<file path="src/rtl/restoring_divider_8bit.sv">
// Sequential unsigned restoring divider: one quotient bit per clock, start/busy/done handshake.
// The trial subtraction is a ripple chain of full-subtractor cells, WIDTH+1 bits wide.

module restoring_divider_8bit_sub_cell (
  input  logic a,
  input  logic b,
  input  logic bin,
  output logic diff,
  output logic bout
);
  assign diff = a ^ b ^ bin;
  assign bout = (~a & b) | (~(a ^ b) & bin);
endmodule

module restoring_divider_8bit #(
  parameter int WIDTH = 8
) (
  input  logic             clk,
  input  logic             rst,
  input  logic             start,
  input  logic [WIDTH-1:0] dividend,
  input  logic [WIDTH-1:0] divisor,
  output logic             busy,
  output logic             done,
  output logic [WIDTH-1:0] quotient,
  output logic [WIDTH-1:0] remainder,
  output logic             div_by_zero
);
  localparam int CW = $clog2(WIDTH);
  localparam logic [CW-1:0] LAST = CW'(WIDTH - 1);

  localparam logic [1:0] S_IDLE = 2'd0;
  localparam logic [1:0] S_RUN  = 2'd1;
  localparam logic [1:0] S_DONE = 2'd2;

  logic [1:0]       state;
  logic [WIDTH:0]   r;
  logic [WIDTH-1:0] q;
  logic [WIDTH-1:0] d;
  logic [CW-1:0]    cnt;

  logic [WIDTH:0]   r_sh, t, dx, r_nxt;
  logic [WIDTH+1:0] bw;
  logic [WIDTH-1:0] q_nxt;
  logic             borrow;

  // R never exceeds D after restore, so dropping R[WIDTH] on the shift loses nothing.
  assign r_sh  = {r[WIDTH-1:0], q[WIDTH-1]};
  assign dx    = {1'b0, d};
  assign bw[0] = 1'b0;

  for (genvar i = 0; i <= WIDTH; i++) begin : g_sub
    restoring_divider_8bit_sub_cell u_cell (
      .a    (r_sh[i]),
      .b    (dx[i]),
      .bin  (bw[i]),
      .diff (t[i]),
      .bout (bw[i+1])
    );
  end

  assign borrow = bw[WIDTH+1];
  assign r_nxt  = borrow ? r_sh : t;
  assign q_nxt  = {q[WIDTH-2:0], ~borrow};

  assign busy = (state != S_IDLE);
  assign done = (state == S_DONE);

  always_ff @(posedge clk) begin
    if (rst) begin
      state       <= S_IDLE;
      r           <= '0;
      q           <= '0;
      d           <= '0;
      cnt         <= '0;
      quotient    <= '0;
      remainder   <= '0;
      div_by_zero <= 1'b0;
    end else begin
      case (state)
        S_IDLE: if (start) begin
          if (divisor == '0) begin
            state       <= S_DONE;
            quotient    <= '1;
            remainder   <= dividend;
            div_by_zero <= 1'b1;
          end else begin
            state <= S_RUN;
            q     <= dividend;
            d     <= divisor;
            r     <= '0;
            cnt   <= '0;
          end
        end
        S_RUN: begin
          r   <= r_nxt;
          q   <= q_nxt;
          cnt <= cnt + 1'b1;
          if (cnt == LAST) begin
            state       <= S_DONE;
            quotient    <= q_nxt;
            remainder   <= r_nxt[WIDTH-1:0];
            div_by_zero <= 1'b0;
          end
        end
        S_DONE:  state <= S_IDLE;
        default: state <= S_IDLE;
      endcase
    end
  end
endmodule

</file>
<file path="config.mk">
export PLATFORM = sky130hd
export DESIGN_NAME = restoring_divider_8bit
export DESIGN_NICKNAME = d
export VERILOG_FILES = /design/src/rtl/restoring_divider_8bit.sv
export SDC_FILE = /design/constraint.sdc
export NUM_CORES = 1
export LEC_CHECK = 0
export ABC_CLOCK_PERIOD_IN_PS = 6450
export CORE_UTILIZATION = 52
export DETAILED_ROUTE_END_ITERATION = 6
export GPL_ROUTABILITY_DRIVEN = 0
export PLACE_DENSITY = 0.85
export SYNTH_ARGS = -nofsm -noshare
export SYNTH_HDL_FRONTEND = slang
export SYNTH_HIERARCHICAL = 1
export SYNTH_SLANG_ARGS = --single-unit
</file>
<file path="constraint.sdc">
create_clock -name clk -period 6.45 [get_ports clk]
set_input_delay 0.9675 -clock clk [delete_from_list [all_inputs] [get_ports clk]]
set_output_delay 0.9675 -clock clk [all_outputs]
set_load 0.05 [all_outputs]
</file>
# After elaboration in Yosys (flattened, before gate mapping)
# Index checks and enable logic that the tools add are counted.
dict set report op_classes {
  n_addsub 1
  n_eq_ne 7
  mux 26
  n_bitwise 56
  reduce_logical 8
}
# cell n
set ops {}
lappend ops {{$mux W8} 11}
lappend ops {{$pmux W8 S2} 4}
lappend ops {{$not A1 Y1} 18}
lappend ops {{$and A1 B1 Y1} 16}
lappend ops {{$xor A1 B1 Y1} 15}
lappend ops {{$logic_not A8 Y1} 1}
lappend ops {{$ne A2 B2 Y1 const B} 4}
lappend ops {{$or A1 B1 Y1} 7}
lappend ops {{$mux W2} 3}
lappend ops {{$mux W3} 2}
lappend ops {{$pmux W3 S2} 1}
lappend ops {{$reduce_and A3 Y1} 2}
lappend ops {{$pmux W2 S2} 1}
lappend ops {{$reduce_and A4 Y1} 1}
lappend ops {{$reduce_bool A2 Y1} 2}
lappend ops {{$add A3 B1 Y3 const B} 1}
lappend ops {{$eq A3 B3 Y1 const B} 1}
lappend ops {{$mux W1} 3}
lappend ops {{$eq A2 B1 Y1 const B} 1}
lappend ops {{$eq A2 B2 Y1 const B} 1}
lappend ops {{$logic_not A2 Y1} 1}
lappend ops {{$pmux W1 S2} 1}
lappend ops {{$reduce_and A2 Y1} 1}
dict set report totals {
  reg_bits 46
  in_bits 19
  out_inout_bits 19
  elab_cells 106
}

# Depth between registers and ports, before layout
# Gate-level depths: netlist (run 1).
dict set report depth {
  depth_word 20
  depth_mapped 28
  depth_no_buf 27
}

# Cells and area by module
# Netlist (run 1), hierarchy kept.
# module n_inst cells_per_inst area_each_um2 seq_area_each_um2
set by_module_without_submodules {}
lappend by_module_without_submodules {restoring_divider_8bit 1 231 1954.4 920.9}
lappend by_module_without_submodules {{restoring_divider_8bit_sub_cell (g_sub[0].u_cell ...)} 7 4 31.3 0.0}
lappend by_module_without_submodules {{restoring_divider_8bit_sub_cell (g_sub[7].u_cell ...)} 2 3 27.5 0.0}

# Worst setup path after synthesis (run 1)
# OpenSTA, ideal clock, no wires.
dict set report synth_path {
  path_kind {register -> register}
  startpoint {register d[0]}
  endpoint {register remainder[0]}
  setup_time_ps 132
  arrival_ps 4403
  t_required_ps 6318
  setup_slack_ps 1916
  path_stages_with_launch 29
  n_path_buf 1
  period_less_slack_ps 4534
  path_cell_list {dfxtp_1 > inv_1 > fa_1 > inv_1 > inv_1 > fa_1 > inv_1 > inv_1 > fa_1 > inv_1 > inv_1 > fa_1 > inv_1 > inv_1 > fa_1 > inv_1 > inv_1 > fa_1 > inv_1 > inv_1 > fa_1 > inv_1 > fa_1 > fa_1 > buf_2 > mux2i_1 > nor2_1 > nor3_1 > nor3_1}
}
dict set report synth_between {
  elab_chain_len 19
  word_cells_on_any_way 20
  classes_between {mux: 3; bitwise: 17}
}
# item line_no
set synth_rtl {}
lappend synth_rtl {{from (decl)} 39} ;# logic [WIDTH-1:0] d;
lappend synth_rtl {{from (signal assigned)} 90} ;# d <= divisor;
lappend synth_rtl {{$and A1 B1 Y1} 12} ;# assign bout = (~a & b) | (~(a ^ b) & bin);
lappend synth_rtl {{net bw[1]} 43} ;# logic [WIDTH+1:0] bw;
lappend synth_rtl {{$and A1 B1 Y1} 12}
lappend synth_rtl {{$or A1 B1 Y1} 12}
lappend synth_rtl {{net bw[2]} 43}
lappend synth_rtl {{$and A1 B1 Y1} 12}
lappend synth_rtl {{$or A1 B1 Y1} 12}
lappend synth_rtl {{net bw[3]} 43}
lappend synth_rtl {{[2 not listed]} -}
lappend synth_rtl {{net bw[4]} 43}
lappend synth_rtl {{[2 not listed]} -}
lappend synth_rtl {{net bw[5]} 43}
lappend synth_rtl {{[2 not listed]} -}
lappend synth_rtl {{net bw[6]} 43}
lappend synth_rtl {{[2 not listed]} -}
lappend synth_rtl {{net bw[7]} 43}
lappend synth_rtl {{$and A1 B1 Y1} 12}
lappend synth_rtl {{$or A1 B1 Y1} 12}
lappend synth_rtl {{net bw[8]} 43}
lappend synth_rtl {{$and A1 B1 Y1} 12}
lappend synth_rtl {{net borrow} 45} ;# logic borrow;
lappend synth_rtl {{$mux W8} 63} ;# assign r_nxt = borrow ? r_sh : t;
lappend synth_rtl {{$mux W8} 99} ;# if (cnt == LAST) begin
lappend synth_rtl {{$pmux W8 S2} 80} ;# case (state)
lappend synth_rtl {{to (signal assigned)} 85} ;# remainder <= dividend;
lappend synth_rtl {{to (signal assigned)} 102} ;# remainder <= r_nxt[WIDTH-1:0];
lappend synth_rtl {{to (decl)} 26} ;# output logic [WIDTH-1:0] remainder,
# The timed path passes the listed nets, and every way through them passes these cells. The select of a mux whose other input is x is not followed.
# A chain may end at the register's enable or synchronous reset.

# Worst setup path in the final report (run 1)
dict set report layout_path {
  startpoint {register q[7]}
  endpoint {register remainder[5]}
}
dict set report layout_between {
  elab_chain_len 20
  word_cells_on_any_way 21
  classes_between {mux: 3; bitwise: 18}
}
# item line_no
set layout_rtl {}
lappend layout_rtl {{from (decl)} 38} ;# logic [WIDTH-1:0] q;
lappend layout_rtl {{from (signal assigned)} 89} ;# q <= dividend;
lappend layout_rtl {{from (signal assigned)} 97} ;# q <= q_nxt;
lappend layout_rtl {{$not A1 Y1} 12}
lappend layout_rtl {{$and A1 B1 Y1} 12}
lappend layout_rtl {{net bw[1]} 43}
lappend layout_rtl {{$and A1 B1 Y1} 12}
lappend layout_rtl {{$or A1 B1 Y1} 12}
lappend layout_rtl {{net bw[2]} 43}
lappend layout_rtl {{$and A1 B1 Y1} 12}
lappend layout_rtl {{$or A1 B1 Y1} 12}
lappend layout_rtl {{net bw[3]} 43}
lappend layout_rtl {{[2 not listed]} -}
lappend layout_rtl {{net bw[4]} 43}
lappend layout_rtl {{[2 not listed]} -}
lappend layout_rtl {{net bw[5]} 43}
lappend layout_rtl {{[2 not listed]} -}
lappend layout_rtl {{net bw[6]} 43}
lappend layout_rtl {{[2 not listed]} -}
lappend layout_rtl {{net bw[7]} 43}
lappend layout_rtl {{$and A1 B1 Y1} 12}
lappend layout_rtl {{$or A1 B1 Y1} 12}
lappend layout_rtl {{net bw[8]} 43}
lappend layout_rtl {{$and A1 B1 Y1} 12}
lappend layout_rtl {{net borrow} 45}
lappend layout_rtl {{$mux W8} 63}
lappend layout_rtl {{$mux W8} 99}
lappend layout_rtl {{$pmux W8 S2} 80}
# The timed path passes the listed nets, and every way through them passes these cells. The select of a mux whose other input is x is not followed.

==> parameters.txt, run 1 <==
Parameter                              Value

CTS
  Latest clock arrival within the worst-skew pair    310 ps
  TritonCTS clock tree    yes
  Post-CTS setup-driven buffer insertion count    0
  # H-tree levels    2
  Clock buffer count from CTS    5
  CTS max path bufs    2
  Root Driver    clkbuf_8
  Clock edge transition at the registers on the reported setup and hold paths    90 ps
  Post-CTS Hold Buffers    0
  Sinks on the clock net    46
  Post-CTS resize count    0

Detailed routing
  Count of unresolved DRC violations after routing    0
  Highest signal layer in the routed design    met4
  Met2 wire len    2130 µm
  Vias post-DR    1835
  DR pass1 iterations    7
  Violation count after the first detailed-route iteration    111
  Routed wirelength normalized by instance count    13.4 µm
  Length of routed met3 wiring    215 µm
  Via count normalized by instance count    5.33
  Wire length the detailed router placed on met1    2210 µm
  Antenna-violating nets left    0
  WL final    4610 µm

Worst setup path
  Number of buffers and inverters on the critical path    13
  Dominant cell type by count on the critical path    inv_1
  Startpoint kind of the worst setup timing path    flop
  Delay contributed by the slowest stage of the critical path    530 ps
  Required time worst endpoint    6630 ps
  Type of destination of the critical path    flop
  Signal arrival time at the worst endpoint    5260 ps
  Slowest library cell on the worst path    fa_1
  Type of the worst setup path    flop to flop
  Worst-path maximum fanout    10
  Delay-heaviest family, CP    adder cells

Floorplanning
  Die Area    4540 µm²
  Row count    23
  Starting utilization of the core area    54.8%
  Core footprint    4060 µm²
  Overall die width    67.4 µm
  Io pins    38
  Height of the die    67.4 µm

Layout
  Area occupied by multi-input gates    1130 µm²
  Number of nets at the end of the flow    323
  Sequential standard cell area    921 µm²
  Count of filler cells inserted in the layout    351
  Growth of design area from synthesis to finish    20.4%
  Layout Utilization    66.0%
  Cell Count, Final, Fillers Out    344
  Fraction of layout cells with a size suffix above 1    4.76%
  Diodes inserted    0

Synth
  Count of warnings emitted by yosys    6
  Synthesized cell area    2220 µm²
  Mean instance size in the synthesized netlist    8.43 µm²
  Cells after synthesis    264

Timing
  Worst setup skew after layout    9.71 ps
  Setup_tns    0 ps
  RSZ-0062 raised after global routing    false
  Endpoints failing hold    0
  # setup viols final    0
  Share of the cycle needed by the critical path after routing    78.7%
  Final Critical Period    5080 ps
  Post-route setup slack    1370 ps
  Relative slew margins    17.1%
  Worst Max-Slew Pin Slew    1240 ps
  Final count of pins violating max slew    0
  Maximum achievable frequency    0.197 GHz

Outcome
  Result of the run    complete, no violations

Power
  Sequential cell fraction of total power    52.4%
  Leak    1.09 nW
  Fraction of power consumed by the clock network    30.7%
  Power per cell area    218 nW/µm²
  Net Sw Frac    28.8%
  Tot Pwr    0.583 mW
  Switching Power    0.168 mW
  Internal    0.415 mW
  IR drop worst, VDD    0.000112 V
  Share of total power in combinational logic    16.8%

Global routing
  Maximum number of pins on one net before global-route repair    47
  Initial antenna violation count    0
  Vias in the first global route    1616
  All-Layer GR Usage    21.8%
  GRT overflow    0
  Global-route wire length before repair    7440 µm

Placed design
  Post-placement setup slack    1390 ps
  DP Cell Count    336
  Count of buffers inserted at the top-level ports    37
  Detail Placement HPWL    3210 µm

Hold path
  Hold crit path type    flop to flop

Run
  Max Cap Violations    0
-- layout by cell type (no fill, tap or decap), types with 3 or more instances in the layout --
master           instances
nor2_1                  49
clkbuf_8                 5
nand2b_1                 3
nand2_1                 11
dfxtp_1                 46
nor3_1                  24
mux2i_1                 16
a211oi_1                 8
inv_1                   25
a31oi_1                  8
a21oi_1                 13
nor2b_1                 11
nand3_1                 10
fa_1                     9
clkdlybuf4s50_1         37
-- stage by stage --
stage / hold WS [ps] / instance area, µm²
final: 457 / 2680
after global routing: 479 / 2680
after CTS: 460 / 2680
after detailed placement: 448 / 2590
after global placement: 444 / 2590
after floorplan: 436 / 2230
-- flip-flops by register name, indices dropped and copies added (netlist names) --
signal and cells:
d 8, q 8, quotient 8, r 8, remainder 8, cnt 3, state 2, div_by_zero 1
-- area by class of cell --
type	instances	share of cell area, %
Clock buffer	5	2.57
Tap cell	50	2.34
Sequential cell	46	34.4
Clock inverter	3	0.794
Multi-Input combinational cell	177	42.3
Inverter	25	3.50
Timing Repair Buffer	38	14.1
-- tightest hold or removal path: cells and delay by family, from the launching register on --
family | cells | cell delay [ps]
DFF | 1 | 320
AOI/OAI and AO/OA | 1 | 50
and+or+nand+nor | 1 | 50
-- metal layers --
| layer | global-route usage [%] | vias to the layer above |
|---|---|---|
| li1 | - | 929 |
| met1 | 28.2 | 844 |
| met2 | 36.1 | 55 |
| met3 | 4.56 | 7 |
| met4 | 6.65 | 0 |
| met5 | 0 | - |
-- worst paths after layout --
path	start	endpoint	slack, ps	cells after the start
worst max-delay path	q[7]	remainder[5]	1370	26
worst min-delay path	d[3]	d[3]	460	2
worst max register to register	q[7]	remainder[5]	1370	26
worst min register to register	d[3]	d[3]	460	2
-- power by group through the flow --
stage / registers (mW) / clock network [mW] / logic [mW]
2_1_floorplan: 0.309 / 0 / 0.0722
3_3_place_gp: 0.311 / 0 / 0.0938
3_5_place_dp: 0.312 / 0 / 0.0968
4_1_cts: 0.306 / 0.179 / 0.0980
5_1_grt: 0.307 / 0.192 / 0.110
6_report: 0.306 / 0.179 / 0.0982
No activity file was read; power rests on OpenSTA's default activity.
==> run 2, diff against run 1 <==
- ABC_CLOCK_PERIOD_IN_PS: 6450 -> 4540
- CORE_UTILIZATION: 52 -> 47
- PLACE_DENSITY: 0.85 -> 0.81
- clock period: 6.45 -> 4.54 ns (I/O delays scaled with it)
==> run 2 against run 1 <==
Against the previous run: the run now ends with design-rule violations, negative setup slack left; non-clock buffer count rose by 4; worst setup slack lost 1500 ps; design area is 3.6% higher; clock skew fell by 3.8 ps; hold slack hardly changed; first-iteration DRC count down 23%; total power increased by 49%; utilization down 3.6 points; sequential share of layout area shrank 1.1 points; sequential power grew 42%; combinational power is 62% higher; highest routed layer unchanged.
==> parameters.txt, run 2 (synthesis results as in run 1) <==
Parameter                              Value

Timing
  Worst Max-Slew Pin Slew    1190 ps
  Setup_tns    -239 ps
  Post-route setup slack    -83.7 ps
  Final count of pins violating max slew    0
  Relative slew margins    19.7%
  Endpoints failing hold    0
  Final Critical Period    4620 ps
  Share of the cycle needed by the critical path after routing    102%
  # setup viols final    8
  Maximum achievable frequency    0.216 GHz
  RSZ-0062 raised after global routing    true
  Worst-case hold slack    456 ps
  Worst setup skew after layout    5.88 ps

Placed design
  Count of buffers inserted at the top-level ports    37
  Detail Placement HPWL    3220 µm
  Post-placement setup slack    -264 ps

Layout
  Most common cell after layout, fill and taps aside    nor2_1
  Number of nets at the end of the flow    327
  Diodes inserted    0
  Growth of design area from synthesis to finish    24.6%
  Top library cells by usage in the layout, fill and taps aside    49 x nor2_1, 44 x dfxtp_1, 37 x clkdlybuf4s50_1
  Fraction of layout cells with a size suffix above 1    15.4%

Worst setup path
  Destination of the worst register-to-register timing path    remainder[6]
  Type of destination of the critical path    flop
  Delay contributed by the slowest stage of the critical path    340 ps
  Startpoint kind of the worst setup timing path    flop
  Register-to-Register Path Depth    28
  Dominant cell type by count on the critical path    inv_2
  Worst-path maximum fanout    5
  Setup slack of the worst register-to-register path    -80 ps
  Number of buffers and inverters on the critical path    15
  Delay-heaviest family, CP    adder cells
  Signal arrival time at the worst endpoint    4790 ps
  Slowest library cell on the worst path    dfxtp_2
  R2r startpoint    d[0]
  Required time worst endpoint    4710 ps
  Type of the worst setup path    flop to flop

Hold path
  Worst Hold Depth    2
  Endpoint of the worst hold path    d[5]
  Start point of the worst hold path    d[5]
  Hold crit path type    flop to flop

Power
  Share of total power in combinational logic    18.4%
  Switching Power    0.235 mW
  IR drop worst, VDD    0.000170 V
  Power per cell area    313 nW/µm²
  Leak    1.10 nW
  Tot Pwr    0.868 mW
  Fraction of power consumed by the clock network    31.6%
  Sequential cell fraction of total power    50.0%
  Net Sw Frac    27.1%
  Internal    0.632 mW

Floorplanning
  Io pins    38
  Overall die width    70.8 µm
  Die Area    5010 µm²
  Height of the die    70.8 µm
  Row count    24
  Starting utilization of the core area    50.1%
  Core footprint    4440 µm²

CTS
  TritonCTS clock tree    yes
  Root Driver    clkbuf_8
  Sinks on the clock net    46
  # H-tree levels    2
  Clock buffer count from CTS    5
  CTS max path bufs    2
  Post-CTS Hold Buffers    0
  Clock edge transition at the registers on the reported setup and hold paths    90 ps
  Latest clock arrival within the worst-skew pair    290 ps

Detailed routing
  Met2 wire len    2130 µm
  Count of unresolved DRC violations after routing    6
  Length of routed met3 wiring    305 µm
  Routed wirelength normalized by instance count    13.5 µm
  WL final    4710 µm
  Highest signal layer in the routed design    met4
  Via count normalized by instance count    5.32
  Violation count after the first detailed-route iteration    85
  Antenna-violating nets left    0
  DR pass1 iterations    6
  Wire length the detailed router placed on met1    2240 µm
  Vias post-DR    1861

Global routing
  Maximum number of pins on one net before global-route repair    36
  All-Layer GR Usage    20.4%
  GRT overflow    0
  Vias in the first global route    1709
  Global-route wire length before repair    8070 µm
  Initial antenna violation count    0

Outcome
  Failing checks    design-rule violations, negative setup slack
  Result of the run    finished, violations left

Run
  Max Cap Violations    0
[run 2: final cells by class]
class / instances / area [µm²]
clock buffers: 7 / 96.3
well taps: 52 / 65.1
flip-flops and latches: 46 / 923
repair buffers: 42 / 415
fillers: 404 / 1670
clock inverters: 1 / 8.76
inverters: 25 / 93.8
multi-input cells: 177 / 1170
[run 2: how the worst max path moves through the flow]
stage | startpoint | to | depth (start not counted)
global route | d[0] | r[6] | 28
floorplan | d[0] | remainder[0] | 28
CTS | q[7] | r[5] | 28
global placement | d[0] | remainder[5] | 28
detailed placement | d[0] | remainder[5] | 28
finish | d[0] | remainder[6] | 28
[run 2: timing repair]
item	in CTS	in global routing
setup buffers	2	1
endpoints found under the setup margin	16	16
gates cloned	1	0
pin swaps	14	14
resized for setup	19	12
[run 2: worst reg2reg max path: cells and delay by family, from the launching register on]
family | cells | cell delay [ps]
adders and majority gates | 9 | 2760
and+or+nand+nor | 3 | 400
buffers and inverters | 15 | 780
muxes | 1 | 210
DFF | 1 | 340
[run 2: per-stage QoR]
step / instances / utilization (%) / cell area, µm²
6_report: 350 / 62.4 / 2770
5_1_grt: 350 / 62.4 / 2770
4_1_cts: 351 / 63.0 / 2800
3_5_place_dp: 340 / 58.9 / 2620
3_3_place_gp: 340 / 58.9 / 2620
2_1_floorplan: 265 / - / 2230
[run 2: metal layers]
metal	track usage, %	vias up
li1	-	933
met1	28.5	862
met2	33.3	62
met3	3.56	4
met4	4.67	0
met5	0	-
[run 2: power groups by stage]
stage	Clock [mW]	Combinational [mW]	Sequential, mW
after floorplan	0	0.103	0.439
after global placement	0	0.140	0.442
after detailed placement	0	0.143	0.443
after CTS	0.280	0.166	0.434
after global routing	0.295	0.180	0.437
final	0.274	0.159	0.434
